===== src/rtl/cp0_pkg.sv =====
// Shared CP0 definitions: register numbers, SR/Cause field positions and the
// coprocessor-0 instruction encodings the controller decodes.
package cp0_pkg;

  localparam logic [4:0] CP0_COUNT   = 5'd9;
  localparam logic [4:0] CP0_COMPARE = 5'd11;
  localparam logic [4:0] CP0_SR      = 5'd12;
  localparam logic [4:0] CP0_CAUSE   = 5'd13;
  localparam logic [4:0] CP0_EPC     = 5'd14;
  localparam logic [4:0] CP0_PRID    = 5'd15;

  localparam int SR_IE_BIT    = 0;
  localparam int SR_EXL_BIT   = 1;
  localparam int SR_IM_LSB    = 10;
  localparam int SR_IM_MSB    = 15;
  localparam int CAUSE_IP_LSB = 10;
  localparam int CAUSE_IP_MSB = 15;

  localparam logic [5:0] OP_COP0    = 6'b010000;
  localparam logic [4:0] COP0_MF    = 5'b00000;
  localparam logic [4:0] COP0_MT    = 5'b00100;
  localparam logic [5:0] FUNC_ERET  = 6'b011000;

  localparam logic [31:0] COMPARE_RST = 32'hFFFF_FFFF;

  // Assemble the architecturally visible SR word; unimplemented bits read 0.
  function automatic logic [31:0] sr_pack(input logic [5:0] im,
                                          input logic exl,
                                          input logic ie);
    logic [31:0] w;
    w = 32'h0;
    w[SR_IM_MSB:SR_IM_LSB] = im;
    w[SR_EXL_BIT] = exl;
    w[SR_IE_BIT]  = ie;
    return w;
  endfunction

endpackage


===== src/rtl/cp0_timer.sv =====
// Count/Compare timer: free-running Count, Compare, and sticky match flag TI.
module cp0_timer
  import cp0_pkg::*;
(
  input  logic        clk_i,
  input  logic        reset_i,
  input  logic        wr_count_i,
  input  logic        wr_compare_i,
  input  logic [31:0] din_i,
  output logic [31:0] count_o,
  output logic [31:0] compare_o,
  output logic        ti_o
);

  logic [31:0] count_q, count_d;
  logic [31:0] compare_q, compare_d;
  logic        ti_q, ti_d;

  // Next-state: a Count write replaces the increment; a Compare write
  // clears TI even if the match lands in the same cycle.
  always_comb begin
    count_d   = count_q + 32'd1;
    compare_d = compare_q;
    ti_d      = ti_q | (count_q == compare_q);
    if (wr_count_i) begin
      count_d = din_i;
    end
    if (wr_compare_i) begin
      compare_d = din_i;
      ti_d      = 1'b0;
    end
  end

  // Timer state registers with synchronous reset.
  always_ff @(posedge clk_i) begin
    if (reset_i) begin
      count_q   <= 32'h0;
      compare_q <= COMPARE_RST;
      ti_q      <= 1'b0;
    end else begin
      count_q   <= count_d;
      compare_q <= compare_d;
      ti_q      <= ti_d;
    end
  end

  assign count_o   = count_q;
  assign compare_o = compare_q;
  assign ti_o      = ti_q;

endmodule


===== src/rtl/cp0.sv =====
// System coprocessor 0: SR/Cause/EPC/PrID plus Count/Compare, interrupt
// request generation and exception entry/return bookkeeping.
module cp0
  import cp0_pkg::*;
#(
  parameter logic [31:0] PRID     = 32'h0000_2018,
  parameter bit          TIMER_EN = 1'b1
) (
  input  logic        clk_i,
  input  logic        reset_i,
  input  logic [31:2] pc_i,
  input  logic [4:0]  sel_i,
  input  logic [31:0] din_i,
  input  logic        wen_i,
  input  logic        exl_set_i,
  input  logic        exl_clr_i,
  input  logic [7:2]  hwint_i,
  output logic [31:0] dout_o,
  output logic [31:2] epc_o,
  output logic        irq_o
);

  logic [5:0]  im_q, im_d;
  logic        exl_q, exl_d;
  logic        ie_q, ie_d;
  logic [5:0]  ip_q, ip_d;
  logic [31:2] epc_q, epc_d;

  logic        wr_sr, wr_epc, wr_count, wr_compare;
  logic [31:0] count, compare;
  logic        ti;

  assign wr_sr      = wen_i && (sel_i == CP0_SR);
  assign wr_epc     = wen_i && (sel_i == CP0_EPC);
  assign wr_count   = wen_i && (sel_i == CP0_COUNT);
  assign wr_compare = wen_i && (sel_i == CP0_COMPARE);

  cp0_timer u_timer (
    .clk_i        (clk_i),
    .reset_i      (reset_i),
    .wr_count_i   (wr_count),
    .wr_compare_i (wr_compare),
    .din_i        (din_i),
    .count_o      (count),
    .compare_o    (compare),
    .ti_o         (ti)
  );

  // Next-state: later assignments override earlier ones, giving
  // exl_set over exl_clr over MTC0 for the fields they share.
  always_comb begin
    im_d  = im_q;
    exl_d = exl_q;
    ie_d  = ie_q;
    epc_d = epc_q;
    ip_d  = {hwint_i[7] | (TIMER_EN & ti), hwint_i[6:2]};
    if (wr_sr) begin
      im_d  = din_i[SR_IM_MSB:SR_IM_LSB];
      exl_d = din_i[SR_EXL_BIT];
      ie_d  = din_i[SR_IE_BIT];
    end
    if (wr_epc) begin
      epc_d = din_i[31:2];
    end
    if (exl_clr_i) begin
      exl_d = 1'b0;
    end
    if (exl_set_i) begin
      exl_d = 1'b1;
      epc_d = pc_i;
    end
  end

  // Architectural register state with synchronous reset.
  always_ff @(posedge clk_i) begin
    if (reset_i) begin
      im_q  <= 6'h0;
      exl_q <= 1'b0;
      ie_q  <= 1'b0;
      ip_q  <= 6'h0;
      epc_q <= 30'h0;
    end else begin
      im_q  <= im_d;
      exl_q <= exl_d;
      ie_q  <= ie_d;
      ip_q  <= ip_d;
      epc_q <= epc_d;
    end
  end

  // MFC0 read mux; shows pre-edge state, no bypass of same-cycle writes.
  always_comb begin
    dout_o = 32'h0;
    case (sel_i)
      CP0_SR:      dout_o = sr_pack(im_q, exl_q, ie_q);
      CP0_CAUSE:   dout_o[CAUSE_IP_MSB:CAUSE_IP_LSB] = ip_q;
      CP0_EPC:     dout_o = {epc_q, 2'b00};
      CP0_PRID:    dout_o = PRID;
      CP0_COUNT:   dout_o = TIMER_EN ? count : 32'h0;
      CP0_COMPARE: dout_o = TIMER_EN ? compare : 32'h0;
      default:     dout_o = 32'h0;
    endcase
  end

  assign irq_o = (|(ip_q & im_q)) & ie_q & ~exl_q;
  assign epc_o = epc_q;

endmodule

===== config.mk =====
export PLATFORM = sky130hd
export DESIGN_NAME = cp0
export DESIGN_NICKNAME = d
export VERILOG_FILES = /design/src/rtl/cp0_pkg.sv /design/src/rtl/cp0_timer.sv /design/src/rtl/cp0.sv
export SDC_FILE = /design/constraint.sdc
export NUM_CORES = 1
export LEC_CHECK = 0
export ABC_AREA = 1
export CORE_MARGIN = 2
export CORE_UTILIZATION = 45
export CTS_BUF_LIST = sky130_fd_sc_hd__clkbuf_16
export DETAILED_ROUTE_END_ITERATION = 8
export PLACE_DENSITY = 0.73
export SYNTH_ARGS = -nofsm -noshare
export SYNTH_HDL_FRONTEND = slang
export SYNTH_SLANG_ARGS = --single-unit

===== constraint.sdc =====
create_clock -name clk_i -period 1.65 [get_ports clk_i]
set_input_delay 0.33 -clock clk_i [delete_from_list [all_inputs] [get_ports clk_i]]
set_output_delay 0.33 -clock clk_i [all_outputs]
set_load 0.05 [all_outputs]

==> results.yml <==
grt:
  grt_usage: 0.3411
  grt_antenna_before_repair: 0
  grt_pass1_wl_mm: 37.87
  grt_overflow: 0
  grt_max_degree: 42
  first_global_vias: 6898
setup_path:
  ff2ff_setup_slack_ns: 0.06
  cp_cell_sequence: "buf_8, nor3_4, nand2_4, buf_8, o211ai_1, clkbuf_16"
  startpoint_type: "primary input"
  setup.worst_path.end_class: "output port"
  crit_fanout: 7
  r2r_cells: 10
  timing.rr.end: "u_timer.count_o[30]"
  cpMaxStageDelayCell: "o211ai_1"
  cpPeakStageDelay_ns: 0.36
  arrival_ns: 1.61
  path_common_cell: "buf_8"
  cp-endpoint: "dout_o[5]"
  r2r_start: "u_timer.count_o[11]"
  setup.worst_path.start: "sel_i[4]"
  path_class: "in2out"
  worstPathRequired_ns: 1.32
yosys:
  yosysTopAreaCellShare: 0.3540
  syn_inst: 950
  synth_edf_count: 0
  ys_ff_latch: 109
  synth_warnings: 0
  synth_top_cells_by_count: "nand2_1, dfxtp_1, inv_1"
  syn_avg_cell_area_um2: 6.488
  synth_most_common_cell: "nand2_1"
  async_reset_ff_frac: 0
  synth_cell_types: 37
  synthFlopType: "dfxtp_1"
  ys_seq_area_frac: 0.3540
  synthTopCellsByArea: "dfxtp_1, nand2_1, inv_1"
  syn_nets: 1029
  synth_top_area_cell: "dfxtp_1"
  netlist_area_mm2: 0.006163
die:
  core_mm2: 0.01330
  initial_core_util: 0.4636
  rows: 42
  io_pins: 141
  die-width_um: 121.0
  die_y_um: 121.0
  die_area_mm2: 0.01465
power_and_ir_drop:
  power.density_mw_per_mm2: 642.2
  leakagePower_uw: 0.004398
  ir_drop_mv: 0.6199
layout:
  fin_nets: 1248
  drive_gt1_frac: 0.2547
  multi_input_area_mm2: 0.003790
  synthToLayoutAreaGrowth_pct: 58.45
  regArea_mm2: 0.002197
  fin_util: 0.7345
  n_fill_cell: 1016
  antenna-diode-count: 0
sta:
  setup_ws_ns: -0.2924
  period_minus_slack_ns: 1.942
  drv_slew: 0
  fmax_mhz: 514.8
  finalClockSkew_ns: 0.01088
  tightest_slew_ns: 0.5152
  slew_headroom: 0.6560
  timing.hold.ws_ns: 0.4523
  grt_setup_unrepaired: "yes"
  setup_viol: 33
  period_share: 1.177
  hold_viol: 0
routing:
  dr_total_vias: 7564
  postRouteAntennaNets: 0
  drt-initial-drc-count: 926
  detail_route.vias_per_cell: 5.603
  firstDrtPassIters: 6
  wirelength_mm: 25.42
  drc_errors: 0
  wl_per_cell_um: 18.83
clocking:
  cts_tree: "built"
  cts_buffers: 9
  ctsHtreeMaxLevel: 3
  clock_sinks: 109
  clock_latency_ns: 0.37
  cts_root_buf: "clkbuf_16"
  clk_pin_slew_worst_paths_ns: 0.08
  clockBufferDepth: 2
  cts_hold_buffers: 0
placement:
  dp_slack_ns: -0.6940
  dp_hpwl_mm: 18.11
  port_buffers: 140
  gp_congestion: 0.9987
status:
  status: "finished with violations"
  violations: "negative setup slack"
min_path:
  hp-class: "in2reg"
  holdPathStages: 3
job:
  maxCapViolations: 0
## worst min-delay path by stage
stage                               to    startpoint
after floorplan           u_timer.ti_o  u_timer.ti_o
after global placement         im_q[2]       im_q[2]
after detailed placement       im_q[2]       im_q[2]
after CTS                      ip_q[0]    hwint_i[2]
after global routing           ip_q[4]    hwint_i[6]
final                          ip_q[0]    hwint_i[2]
## routing by layer
| layer | GRT usage | share of wire | up-vias |
|---|---|---|---|
| met5 | 0 | 0 | - |
| met4 | 0.1352 | 0.031 | 0 |
| met3 | 0.08553 | 0.12 | 67 |
| met2 | 0.5056 | 0.44 | 495 |
| met1 | 0.4733 | 0.41 | 3480 |
| li1 | - | - | 3522 |
## cells in the final DEF (no fill, tap or decap), types with 12 or more instances in the layout
cell type,Yosys,layout
buf_12,0,39
inv_1,103,97
nand2_1,287,274
o21ai_0,62,55
buf_4,0,112
clkdlybuf4s50_1,0,72
nand3_1,52,41
xnor2_1,21,21
clkbuf_16,0,16
dfxtp_2,0,12
a21oi_1,64,61
o211ai_1,26,26
dfxtp_1,109,97
buf_6,4,15
nor2_1,90,81
## critical path: cells and delay by family
| family | cells | cell delay, ns |
|---|---|---|
| AND/OR/NAND/NOR | 2 | 0.40 |
| AO/OA/AOI/OAI | 1 | 0.36 |
| buffers and inverters | 3 | 0.53 |
## power by group
part           total (µW)  leakage [µW]  switching (µW)  internal (µW)
Sequential           2810      0.000896            95.1           2720
Combinational        1260       0.00336             706            552
Clock                2200      0.000144            1140           1060
Total                6270       0.00440            1940           4330
## state kept, by name (all words and copies together) (netlist names)
name	flops
ip_q	6
u_timer.compare_o	32
im_q	6
epc_o	30
u_timer.count_o	32
exl_q	1
u_timer.ti_o	1
ie_q	1
## per-stage QoR
step | power (µW) | std cells | area [µm²] | setup TNS [ns]
final | 6271 | 1350 | 9766 | -7.019
after global routing | 6455 | 1350 | 9766 | -8.426
after CTS | 6239 | 1343 | 9629 | -5.358
after detailed placement | 4014 | 1314 | 8751 | -72.04
after global placement | 4003 | 1314 | 8751 | -68.27
after floorplan | 3389 | 950 | 6275 | -5.592
## cell families after synthesis
group / Yosys count / synth area share
flops: 109 / 0.3540
compound gates: 190 / 0.1829
simple gates: 457 / 0.3019
buf+inv: 154 / 0.1023
mux: 7 / 0.01137
fa+ha+maj: 1 / 0.002030
xor+xnor: 32 / 0.04547
## area by class of cell
type / instances / area share
Clock inverter: 7 / 0.006662
Sequential cell: 109 / 0.2250
Timing Repair Buffer: 253 / 0.2910
Clock buffer: 9 / 0.02306
Tap cell: 176 / 0.02255
Multi-Input combinational cell: 687 / 0.3881
Inverter: 109 / 0.04369
## what timing repair did
action / 4_1_cts / 5_1_grt
buffers inserted: 16 / 9
setup endpoints to repair: 135 / 48
gates resized for setup: 128 / 39
gates cloned: 2 / 0
endpoints found under the hold margin: 0 / 0
pin swaps: 22 / 17
No activity file was read; power rests on OpenSTA's default activity.
==> RTL change 1 (config.mk and constraints unchanged) <==
Take the reset off `im_q` and `ip_q` and load them in a clocked block of their own.
--- a/src/rtl/cp0.sv
+++ b/src/rtl/cp0.sv
@@ -76,14 +76,15 @@
     if (reset_i) begin
-      im_q  <= 6'h0;
       exl_q <= 1'b0;
       ie_q  <= 1'b0;
-      ip_q  <= 6'h0;
       epc_q <= 30'h0;
     end else begin
-      im_q  <= im_d;
       exl_q <= exl_d;
       ie_q  <= ie_d;
-      ip_q  <= ip_d;
       epc_q <= epc_d;
     end
+  end
+
+  always_ff @(posedge clk_i) begin
+    im_q <= im_d;
+    ip_q <= ip_d;
   end
Function: changed (a bounded check fails within 4 cycles, from zero or initial values and one cycle with reset_i high).
==> RTL change 1 against the original RTL <==
- the flow still finishes with violations (setup timing)
- synthesized area increased by 0.93%
- critical path depth unchanged
- critical path type unchanged
- power decreased by 1.5%
- synthesized cell count decreased by 2.4%
- via count decreased by 5.3%
- highest routed layer unchanged
- setup slack improved by 59 ps
- cell area decreased by 2.2%
- sequential cell count unchanged
- wire length decreased by 6.2%
- global-route usage decreased by 1.6 points
- count of clock-buffer cells in the layout unchanged
==> RTL change 1: results (changes against the original RTL) <==
status finished, violations left; failing checks setup timing; Avg WL per Cell 18.2 um (-3.1%); first-pass GRT wire length 36.4 mm (-3.9%); leakage 4.26 nW (-3.2%); area post-placement 0.00865 sq mm (-1.2%); Post-synth EDFFs 6 (+6); initial antenna violation count 0 (unchanged); list of most frequent post-synthesis cells 275 x nand2_1, 113 x inv_1, 103 x dfxtp_1; layout cells sized above 1 24.3% (-1.2 points); vias in the first global route 6809 (-1.3%); Netlist cell types 39 (+5.4%); final worst setup slack -233 ps (+58.9 ps); Fillers 1019 (+0.30%); synthesized netlist net count 1006 (-2.2%); Slew @ Worst Pin 387 ps (-129 ps); Placer Congestion 0.993 (-0.61%); clock latency on the worst-skew pair 360 ps; Area contributors post-synth dfxtp_1 33%, nand2_1 17%, inv_1 6.8%; CP delay by family, top buffers and inverters; Synthesis Warnings 0 (unchanged); largest net degree at the start of global routing 36 (-14%); worst ir drop on vdd 0.596 mV (-3.9%); CP arrival 1550 ps (-60 ps); # diodes 0 (unchanged); Root Buffer clkbuf_16; IO Port Bufs 140 (unchanged); Final nets 1205 (-3.4%); clock slew seen by the registers of the worst setup and hold paths 70 ps; share of async-settable or async-resettable flops after synthesis 0% (unchanged); setup violators final 33 (unchanged); Iteration-0 DRC Markers 790 (-15%); Max stage delay cell, worst path o211ai_1; total CTS buffers 9 (unchanged); Total GRT Usage 32.5% (-1.6 points); CP Max Fanout 8 (+1); Setup Total Neg Slack -4630 ps (+2390 ps); Seq/Total Area, Yosys 36.0% (+0.64 points); total number of vias 7161 (-5.3%); DP HPWL 17.4 mm (-4.1%); CTS H-tree lvls 3 (unchanged); crit-path max cell delay 350 ps; clk_skew 6.94 ps (-3.93 ps); Pre-antenna DRT Iters 6 (unchanged); worst hold path class input port to flip-flop; Clock Tree Buf Depth 2 (unchanged)
[RTL change 1: cell types whose count changed after synthesis, moves of 7 or more]
cell / change
a21oi_1: -33
nor2_1: -15
nand2_1: -12
a31oi_1: +11
inv_1: +10
a22oi_1: +8
nand3_1: -8
o21ai_0: +8
mux2i_1: -7
[RTL change 1: routing by layer]
layer | vias to the layer above | routed length [um] | track usage, %
met5 | - | 0 | 0
met4 | 0 | 618 | 11.9
met3 | 56 | 2890 | 9.08
met2 | 422 | 10400 | 48.4
met1 | 3278 | 9900 | 44.9
li1 | 3405 | - | -
[RTL change 1: final cells by class]
type	instances	area (sq um)	share of cell area, %
clock buffer	9	225	2.36
timing repair buffer	233	2630	27.6
multi-input combinational	652	3680	38.6
tap	176	220	2.31
clock inverter	7	48.8	0.511
inverter	121	484	5.07
sequential	109	2250	23.6
[RTL change 1: per-stage QoR]
step / total power (W) / setup slack (ps) / std cells
floorplan: 0.00344 / -290 / 927
global placement: 0.00405 / -715 / 1272
detailed placement: 0.00405 / -757 / 1272
CTS: 0.00615 / -236 / 1303
global route: 0.00635 / -268 / 1307
finish: 0.00618 / -233 / 1307
[RTL change 1: final timing paths]
path	startpoint	end	slack, ps	cells after the start
max	sel_i[1]	dout_o[18]	-230	6
min	hwint_i[4]	ip_q[2]	400	1
max reg2reg	u_timer.count_o[1]	u_timer.count_o[23]	50	10
min reg2reg	u_timer.ti_o	u_timer.ti_o	450	2
[RTL change 1: kinds of logic after synthesis]
| kind of cell | after synthesis | share of synthesized area [%] |
|---|---|---|
| simple gates | 434 | 29.1 |
| buf+inv | 166 | 11.2 |
| xor+xnor | 36 | 5.07 |
| fa+ha+maj | 1 | 0.201 |
| flops | 109 | 36.0 |
| compound gates | 181 | 18.4 |
[RTL change 1: power by group]
| part | internal, W | switching (W) |
|---|---|---|
| Clock | 0.00103 | 0.00105 |
| Sequential | 0.00274 | 0.000100 |
| Combinational | 0.000544 | 0.000711 |
[RTL change 1: timing repair]
action	in CTS	in global routing
resized for setup	97	47
pin swaps	15	25
cloned	1	0
hold endpoints to repair	0	0
setup endpoints to repair	136	48
buffers inserted	14	7
hold buffers	0	0
[RTL change 1: worst register-to-register path, stage by stage, from the launching register on]
cell and delay (ps):
dfxtp_1 330, buf_4 130, nand3_2 130, nor2_4 140
nand2_4 80, nor2_4 290, buf_4 180, nand2_1 50
nand2_1 50, nand2_1 50, a21oi_1 120
==> RTL change 2 (same settings) <==
Without the edit above. The package constant `CP0_COUNT` goes from 5'd9 to 5'd4.
--- a/src/rtl/cp0_pkg.sv
+++ b/src/rtl/cp0_pkg.sv
@@ -4,3 +4,3 @@
 
-  localparam logic [4:0] CP0_COUNT   = 5'd9;
+  localparam logic [4:0] CP0_COUNT   = 5'd4;
   localparam logic [4:0] CP0_COMPARE = 5'd11;
Function: changed (a bounded check fails within 4 cycles, from zero or initial values and one cycle with reset_i high).
==> RTL change 2 against the original RTL <==
- the run still ends with setup timing left
- sequential cell count is the same
- wire length grew 13%
- highest routed layer unchanged
- critical endpoint is now dout_o[15]
- maximum frequency shrank 1.4%
- synthesized cell count shrank 4.8%
- final cell count shrank 3.9%
- cell area grew 4.0%
- synthesized area shrank 1.8%
- setup slack lost 28 ps
- largest power group unchanged
- power grew 1.7%
==> RTL change 2: results (changes against the original RTL) <==
status finished, violations left; failing checks setup timing; Placer Congestion 0.952 (-4.7%); setup violators final 60 (+82%); Avg WL per Cell 22.2 um (+18%); DP HPWL 17.5 mm (-3.1%); vias in the first global route 7286 (+5.6%); worst ir drop on vdd 0.517 mV (-17%); layout cells sized above 1 30.3% (+4.8 points); Synth Area in Compound Gates 17.2% (-1.1 points); Post-Synth XOR/XNOR Area 5.35% (+0.81 points); CP arrival 1640 ps (+30 ps); final worst setup slack -320 ps (-27.8 ps); Netlist cell types 33 (-11%); synthesized netlist net count 983 (-4.5%); largest net degree at the start of global routing 48 (+14%); multiplexer area fraction after synthesis 0% (-1.1 points); Area contributors post-synth dfxtp_1 36%, nand2_1 17%, inv_1 5.9%; first-pass GRT wire length 40.7 mm (+7.5%); leakage 4.34 nW (-1.4%); CP Max Fanout 8 (+1); Slew headroom 59.5% (-6.1 points); Iteration-0 DRC Markers 1127 (+22%); DR WL met2 12.6 mm (+14%); clk_skew 16.2 ps (+5.30 ps); switch share 30.4% (-0.53 points); list of most frequent post-synthesis cells 271 x nand2_1, 109 x dfxtp_1, 95 x inv_1; Seq/Total Area, Yosys 36.0% (+0.64 points); Synth Area in Adders 0.207% (+0.0037 points)
RTL change 2: changes by cell type after synthesis, moves of 8 or more:
cell	change
nor2_1	-24
a21oi_1	-37
nand2_1	-16
inv_1	-8
nand3_1	+10
o21ai_0	-18
a31oi_1	+28
RTL change 2: final cells by class:
type / instances / area [sq um]
Clock buffer: 9 / 225
Clock inverter: 7 / 78.8
Fill cell: 828 / 3030
Inverter: 104 / 429
Multi-Input combinational cell: 645 / 4000
Sequential cell: 109 / 2200
Tap cell: 176 / 220
Timing Repair Buffer: 248 / 3010
RTL change 2: power groups by stage:
stage / combinational [W] / sequential, W / clock (W)
final: 0.00124 / 0.00282 / 0.00232
after global placement: 0.00108 / 0.00286 / 0
after detailed placement: 0.00109 / 0.00286 / 0
after CTS: 0.00116 / 0.00280 / 0.00229
after floorplan: 0.000372 / 0.00299 / 0
after global routing: 0.00129 / 0.00283 / 0.00241
RTL change 2: critical path, cell delays in order:
cell and delay [ps]:
buf_8 80, buf_6 110, inv_12 30, nand4_4 180
clkinvlp_4 280, nand2_1 260, o2111ai_4 170, buf_12 190
RTL change 2: layer usage:
metal / GRT usage (%) / vias up
li1: - / 3403
met1: 47.2 / 3560
met2: 56.6 / 670
met3: 11.0 / 167
met4: 17.4 / 0
met5: 0 / -
RTL change 2: kinds of logic (layout without fill, tap and decap cells):
logic type,after synthesis,count (layout)
DFF,109,109
and+or+nand+nor,442,442
AOI/OAI and AO/OA,165,165
xor gates and xnor gates,37,37
buffers and inverters,150,368
adders and majority gates,1,1
RTL change 2: worst paths after layout:
path	startpoint	cells past startpoint	endpoint	slack, ps
setup / recovery	sel_i[4]	8	dout_o[15]	-320
hold / removal	hwint_i[6]	3	ip_q[4]	470
setup reg to reg	u_timer.count_o[1]	10	u_timer.count_o[18]	20
hold reg to reg	epc_o[20]	2	epc_o[20]	500
RTL change 2: what timing repair did:
action	CTS	global route
gates resized for setup	115	106
endpoints found under the setup margin	120	94
gates cloned	12	2
setup buffers	20	11
pin swaps	26	33
RTL change 2: per-stage QoR:
stage	setup WS, ps	TNS, ps	power [W]	area, sq um	std cells
finish	-320	-10910	0.00638	10200	1298
global placement	-628	-61080	0.00394	8620	1251
CTS	-335	-12300	0.00626	9810	1295
floorplan	-293	-3640	0.00336	6280	904
detailed placement	-637	-63530	0.00395	8620	1251
global route	-355	-11730	0.00652	10200	1298
